===== config.mk =====
export PLATFORM = sky130hd
export DESIGN_NAME = prog_loader
export DESIGN_NICKNAME = d
export VERILOG_FILES = /design/src/rtl/prog_loader_pkg.sv /design/src/rtl/prog_loader.sv
export SDC_FILE = /design/constraint.sdc
export NUM_CORES = 1
export LEC_CHECK = 0
export CAP_MARGIN = 0
export CORE_MARGIN = 5
export CORE_UTILIZATION = 45
export CTS_CLUSTER_DIAMETER = 100
export DETAILED_ROUTE_END_ITERATION = 8
export GPL_TIMING_DRIVEN = 0
export PLACE_DENSITY = 0.72
export SYNTH_ARGS = -nofsm -noshare
export SYNTH_HDL_FRONTEND = slang
export SYNTH_SLANG_ARGS = --single-unit

===== constraint.sdc =====
create_clock -name clk -period 6.75 [get_ports clk]
set_input_delay 0.675 -clock clk [delete_from_list [all_inputs] [get_ports clk]]
set_output_delay 0.675 -clock clk [all_outputs]
set_load 0.02 [all_outputs]

===== src/rtl/prog_loader_pkg.sv =====
// Shared constants for the boot-time program loader: FSM encodings, the
// length-field width and default geometry.
package prog_loader_pkg;

    localparam int DEFAULT_PROG_ADDR_SIZE = 8;
    localparam int DEFAULT_WORD_SIZE      = 16;
    localparam int PL_LEN_WIDTH           = 16;

    localparam logic [2:0] PL_LEN_HI = 3'd0;
    localparam logic [2:0] PL_LEN_LO = 3'd1;
    localparam logic [2:0] PL_DATA   = 3'd2;
    localparam logic [2:0] PL_CSUM   = 3'd3;
    localparam logic [2:0] PL_DONE   = 3'd4;
    localparam logic [2:0] PL_ERR    = 3'd5;

    // Terminal states stop consuming the stream until a restart.
    function automatic logic pl_accepting(input logic [2:0] s);
        return (s != PL_DONE) && (s != PL_ERR);
    endfunction

endpackage


===== src/rtl/prog_loader.sv =====
// Framed byte-stream program loader: decodes LEN / words / CSUM, writes words
// into the program ROM and holds the CPU in reset until the image verifies.
module prog_loader
    import prog_loader_pkg::*;
#(
    parameter int ProgAddrSize = DEFAULT_PROG_ADDR_SIZE,
    parameter int WordSize     = DEFAULT_WORD_SIZE
) (
    input  logic                    clk,
    input  logic                    reset,
    input  logic                    start,
    input  logic [7:0]              in_data,
    input  logic                    in_valid,
    output logic                    in_ready,
    output logic                    rom_we,
    output logic [ProgAddrSize-1:0] rom_addr,
    output logic [WordSize-1:0]     rom_wdata,
    output logic                    cpu_reset,
    output logic                    done,
    output logic                    error,
    output logic [2:0]              dbg_state
);

    localparam int BPW = WordSize / 8;
    localparam int BCW = (BPW > 1) ? $clog2(BPW) : 1;
    localparam logic [BCW-1:0] BYTE_LAST = BCW'(BPW - 1);
    localparam longint unsigned MAX_WORDS = 64'd1 << ProgAddrSize;

    logic [2:0]              state;
    logic [7:0]              sum;
    logic [7:0]              len_hi;
    logic [PL_LEN_WIDTH-1:0] words_left;
    logic [BCW-1:0]          byte_cnt;
    logic [WordSize-1:0]     shreg;

    logic                    accept;
    logic [7:0]              sum_next;
    logic [PL_LEN_WIDTH-1:0] len_full;
    logic [WordSize-1:0]     word_next;

    // Handshake: a byte transfers on a rising edge where in_valid && in_ready;
    // in_ready depends only on state, never on in_valid.
    assign accept    = in_valid && in_ready;
    assign sum_next  = sum + in_data;
    assign len_full  = {len_hi, in_data};
    assign word_next = (shreg << 8) | WordSize'(in_data);

    assign in_ready  = pl_accepting(state);
    assign cpu_reset = (state != PL_DONE);
    assign done      = (state == PL_DONE);
    assign error     = (state == PL_ERR);
    assign dbg_state = state;

    always_ff @(posedge clk or negedge reset) begin
        if (!reset) begin
            state      <= PL_LEN_HI;
            sum        <= 8'h00;
            len_hi     <= 8'h00;
            words_left <= '0;
            byte_cnt   <= '0;
            shreg      <= '0;
            rom_we     <= 1'b0;
            rom_addr   <= '0;
            rom_wdata  <= '0;
        end else begin
            rom_we <= 1'b0;
            // The address moves on after the write cycle, so it is stable while rom_we is high.
            if (rom_we) begin
                rom_addr <= rom_addr + ProgAddrSize'(1);
            end
            case (state)
                PL_LEN_HI: begin
                    if (accept) begin
                        len_hi <= in_data;
                        sum    <= sum_next;
                        state  <= PL_LEN_LO;
                    end
                end
                PL_LEN_LO: begin
                    if (accept) begin
                        sum <= sum_next;
                        if (64'(len_full) > MAX_WORDS) begin
                            state <= PL_ERR;
                        end else if (len_full == '0) begin
                            state <= PL_CSUM;
                        end else begin
                            words_left <= len_full;
                            byte_cnt   <= '0;
                            state      <= PL_DATA;
                        end
                    end
                end
                PL_DATA: begin
                    if (accept) begin
                        sum <= sum_next;
                        if (byte_cnt == BYTE_LAST) begin
                            rom_we     <= 1'b1;
                            rom_wdata  <= word_next;
                            byte_cnt   <= '0;
                            words_left <= words_left - PL_LEN_WIDTH'(1);
                            if (words_left == PL_LEN_WIDTH'(1)) begin
                                state <= PL_CSUM;
                            end
                        end else begin
                            shreg    <= word_next;
                            byte_cnt <= byte_cnt + BCW'(1);
                        end
                    end
                end
                PL_CSUM: begin
                    if (accept) begin
                        sum   <= sum_next;
                        state <= (sum_next == 8'h00) ? PL_DONE : PL_ERR;
                    end
                end
                PL_DONE, PL_ERR: begin
                    if (start) begin
                        state    <= PL_LEN_HI;
                        sum      <= 8'h00;
                        rom_addr <= '0;
                    end
                end
                default: state <= PL_LEN_HI;
            endcase
        end
    end

endmodule

==> run summary <==
The run finished with clean final reports. The tree built by TritonCTS fans out to 69 sinks. When the netlist entered floorplanning its net count stood at ~410. The endpoint identified for the worst register-to-register timing path is rom_wdata[6]. The number of gates given a new drive strength after cts is 0. The first-pass iteration count of the detailed router came out at 4.

Measured against its own limit, the worst slew margin works out to 20.60%. The setup check on the worst reg-to-reg path leaves a slack of 4010 ps. For this run, the top clock speed supported by timing is just over 0.3 GHz. The finished layout holds 542 standard cells, fillers aside. The overall global routing resource usage came out at 18.89%. Yosys mapped a number of flops with a built-in enable equal to 0.

The maximum ir drop on the vdd rail is 0.2274 mV. 44 I/O pins were placed. The final weighted congestion in routability-driven placement came out at 0.8826. The number of hold-slack violations in the final timing report came out at 0. The H-tree depth reported by CTS came out at 3. The peak per-stage delay on the critical path is 650 ps. Ranked by total cell area, the synthesized netlist is headed by sky130_fd_sc_hd__dfrtp_1 (47%), sky130_fd_sc_hd__nand2_1 (7.6%), sky130_fd_sc_hd__mux2_2 (5.3%), sky130_fd_sc_hd__ha_1 (3.4%), sky130_fd_sc_hd__nor2_1 (2.9%). The critical path required time came out at 6980 ps. The max-slew violation count came out at 0. Traced cell by cell, the critical path runs through clkdlybuf4s50_1 -> nor4_1 -> a2111o_1 -> nand4_2 -> nor3_2 -> mux2_2. In the synthesized netlist the dominant register cell turns out to be sky130_fd_sc_hd__dfrtp_1. STA classifies the critical path endpoint as a flop. The setup total negative slack came out at 0 ps. The fraction of the yosys area taken by sequential cells came out at between 40 and 50%. For the worst-skew pair, the clock arrives at the later sink with an insertion delay of ~340 ps. The final route contains about 3.1k vias.

The synthesized area per cell is 9.535 um^2. The final HPWL from detailed placement is 6.366 mm. The post-detailed-route DRC marker count is 0. The first global-routing pass estimated 14.96 mm of wire. The number of cell rows is 32. The count of buffers added on input and output ports is 42. Among all cell types in the netlist, the one instantiated most often is sky130_fd_sc_hd__nand2_1.

In this run, placement finished with an instance count of 526. The min-delay analysis places its worst path in the category input pin to asynchronous set/reset pin. The maximum buffer depth of the clock tree is 2. The endpoint of the worst setup timing path is shreg[2].

The arrival time at the worst endpoint came out at 3460 ps. The worst register-to-register path has a depth of 7. From left edge to right edge, the die measures 99.97 um. The die boundary height came out at 99.97 um.

The pin count of the biggest net entering global routing came out at 70. The post-route fraction of the period consumed by the critical path came out at a little under half. In this run the worst setup path begins at in_data[4]. The post-synthesis instance area came out at 3642 um^2.

The standard cell with the maximum stage delay on the critical path is sky130_fd_sc_hd__nor3_2. Of all cell types, the one taking the most synthesized area is sky130_fd_sc_hd__dfrtp_1. Counting instances in the post-synthesis netlist gives the leading cell types as sky130_fd_sc_hd__nand2_1 (74), sky130_fd_sc_hd__dfrtp_1 (69), sky130_fd_sc_hd__nor2_1 (28). Setup repair after global routing left no endpoint under its margin.

Buffers added to address setup during post-CTS repair amount to 0. The number of global-route vias before repair came out at 2990. The filler cells instantiated in the layout total 728. At the pin with the least slew margin, the transition time is 1182 ps. The net count reported at finish came out at 458.

Final hold analysis gives a worst-case slack of ~450 ps. 0 antenna diodes ended up in the layout. The starting utilization of the core area came out at ~47%. The critical path launch point type is an input pin. The detail route stage leaves a number of antenna-violating nets equal to 0. The worst path needs 3234 ps of the cycle, external delays included. After synthesis, the share of flip-flops with an asynchronous set or reset is 100.0%. The instance count of the mapped netlist came out at 382.

Clock-pin slew was measured on the worst setup and hold paths at ~70 ps. The worst register-to-register path begins at dbg_state[0]. The number of hold buffers added after cts came out at 0.

The worst-path maximum fanout came out at 9. The TritonCTS buffer count is 9. TritonCTS built the clock tree.

The power density over cell area is 358.8 nW/um^2. The core region area came out at 7807 um^2. The violation count after the first detailed-route iteration came out at 159.

The number of vias per cell after detailed routing is 5.742. The post-detailed-route wirelength per cell is ~17 um. The number of warnings reported in the yosys synthesis log is 0.

In this run, distinct cell masters in the synthesized netlist total 60. The proportion of netlist area held by the largest area contributor is 47.41%. The total congestion overflow after global routing is 0. The post-route netlist has 11.36% of its cells at a drive strength greater than 1. The flop and latch count out of synthesis came out at between 60 and 70. Clock skew on the completed layout was measured at 5.560 ps. The layout overhead on the synthesized area is 21.57%. The final setup violation count is 0. The sum of routed wire length over all layers came out at 9.080 mm. In this run the clock root is driven by a sky130_fd_sc_hd__clkbuf_8. The floorplan step defined a die boundary enclosing around 10000 um^2. The leakage component of the power is 0.001950 uW.

The max-cap violation count came out at 0. The critical path in this run is classified as input pin to flop. The initial antenna violation count is 0.
[sequential cells by signal, indices dropped and copies added (netlist names)]
register and cells:
sum 8, words_left 16, byte_cnt 1, shreg 8, rom_wdata 16, rom_we 1, len_hi 8, rom_addr 8
dbg_state 3
[through the flow]
stage | total power (uW) | cell area, um^2 | utilization, % | worst slack (ps)
after floorplan | 1001 | 3642 | - | 4345
after global placement | 1155 | 4190 | 53.67 | 2649
after detailed placement | 1173 | 4188 | 53.64 | 3156
after CTS | 1587 | 4428 | 56.71 | 3522
after global routing | 1684 | 4428 | 56.71 | 3349
final | 1589 | 4428 | 56.71 | 3516
[cell type report]
type	instances	area [um^2]	share of cell area (%)
Buffer	18	70.07	1.582
Clock buffer	12	145.1	3.278
Clock inverter	4	95.09	2.147
Inverter	6	22.52	0.5086
Multi-Input combinational cell	289	1823	41.17
Sequential cell	69	1727	38.99
Tap cell	102	127.6	2.882
Timing Repair Buffer	42	417.9	9.438
[critical path, delay by kind of cell]
kind / cells / cell delay, ps
AO/OA/AOI/OAI: 1 / 270
AND/OR/NAND/NOR: 3 / 1480
multiplexers: 1 / 420
buffers and inverters: 1 / 610
[cells in the final DEF (no fill, tap or decap), types with 3 or more instances in the layout]
master                            Yosys  routed
sky130_fd_sc_hd__nand2_1             74      74
sky130_fd_sc_hd__dfrtp_1             69      69
sky130_fd_sc_hd__clkdlybuf4s50_1      0      41
sky130_fd_sc_hd__nor2_1              28      28
sky130_fd_sc_hd__o21ai_0             20      20
sky130_fd_sc_hd__clkbuf_1            16      18
sky130_fd_sc_hd__mux2_2              17      17
sky130_fd_sc_hd__a21oi_1             10      10
sky130_fd_sc_hd__nand3_1             10      10
sky130_fd_sc_hd__ha_1                10      10
sky130_fd_sc_hd__clkbuf_8             0      10
sky130_fd_sc_hd__nor4_1               9       9
sky130_fd_sc_hd__nor3_1               9       9
sky130_fd_sc_hd__o31ai_1              8       8
sky130_fd_sc_hd__nand4_1              6       6
sky130_fd_sc_hd__nand2b_1             5       5
sky130_fd_sc_hd__inv_1                5       5
sky130_fd_sc_hd__or3_1                5       5
sky130_fd_sc_hd__xor2_1               5       5
sky130_fd_sc_hd__a2bb2oi_1            5       5
sky130_fd_sc_hd__xnor2_1              4       4
sky130_fd_sc_hd__or2_2                4       4
sky130_fd_sc_hd__nor3b_1              4       4
sky130_fd_sc_hd__a22oi_1              4       4
sky130_fd_sc_hd__nor2b_1              3       3
sky130_fd_sc_hd__a211oi_1             3       3
sky130_fd_sc_hd__o211ai_1             3       3
sky130_fd_sc_hd__bufinv_16            0       3
[worst min path at each step]
stage	to	slack [ps]	cells after the start
4_1_cts	rom_wdata[12]	470	2
3_5_place_dp	rom_wdata[12]	460	2
5_1_grt	rom_wdata[8]	500	2
6_report	words_left[6]	450	1
3_3_place_gp	rom_wdata[12]	450	2
2_1_floorplan	byte_cnt	380	0
[per-layer routing]
metal / vias to the layer above / part of all wire, % / global-route usage, %
met5: - / 0 / 0
met4: 0 / 2.9 / 9.454
met3: 23 / 5.4 / 2.849
met2: 97 / 45 / 28.53
met1: 1510 / 46 / 26.42
li1: 1482 / - / -
[power by group]
group | switching [uW] | total [uW] | internal, uW
sequential | 94.2 | 606 | 512
combinational | 319 | 572 | 254
clock | 155 | 410 | 255
[logic make-up after synthesis]
| family | Yosys count | synth area share [%] |
|---|---|---|
| flip-flops | 69 | 47.41 |
| XOR/XNOR | 9 | 2.164 |
| buffers and inverters | 24 | 2.542 |
| AND/OR/NAND/NOR | 173 | 23.43 |
| multiplexers | 18 | 5.531 |
| adder cells (fa/ha/maj) | 11 | 3.985 |
| AO/OA/AOI/OAI | 78 | 14.94 |
Power figures use the tool's default switching activity.
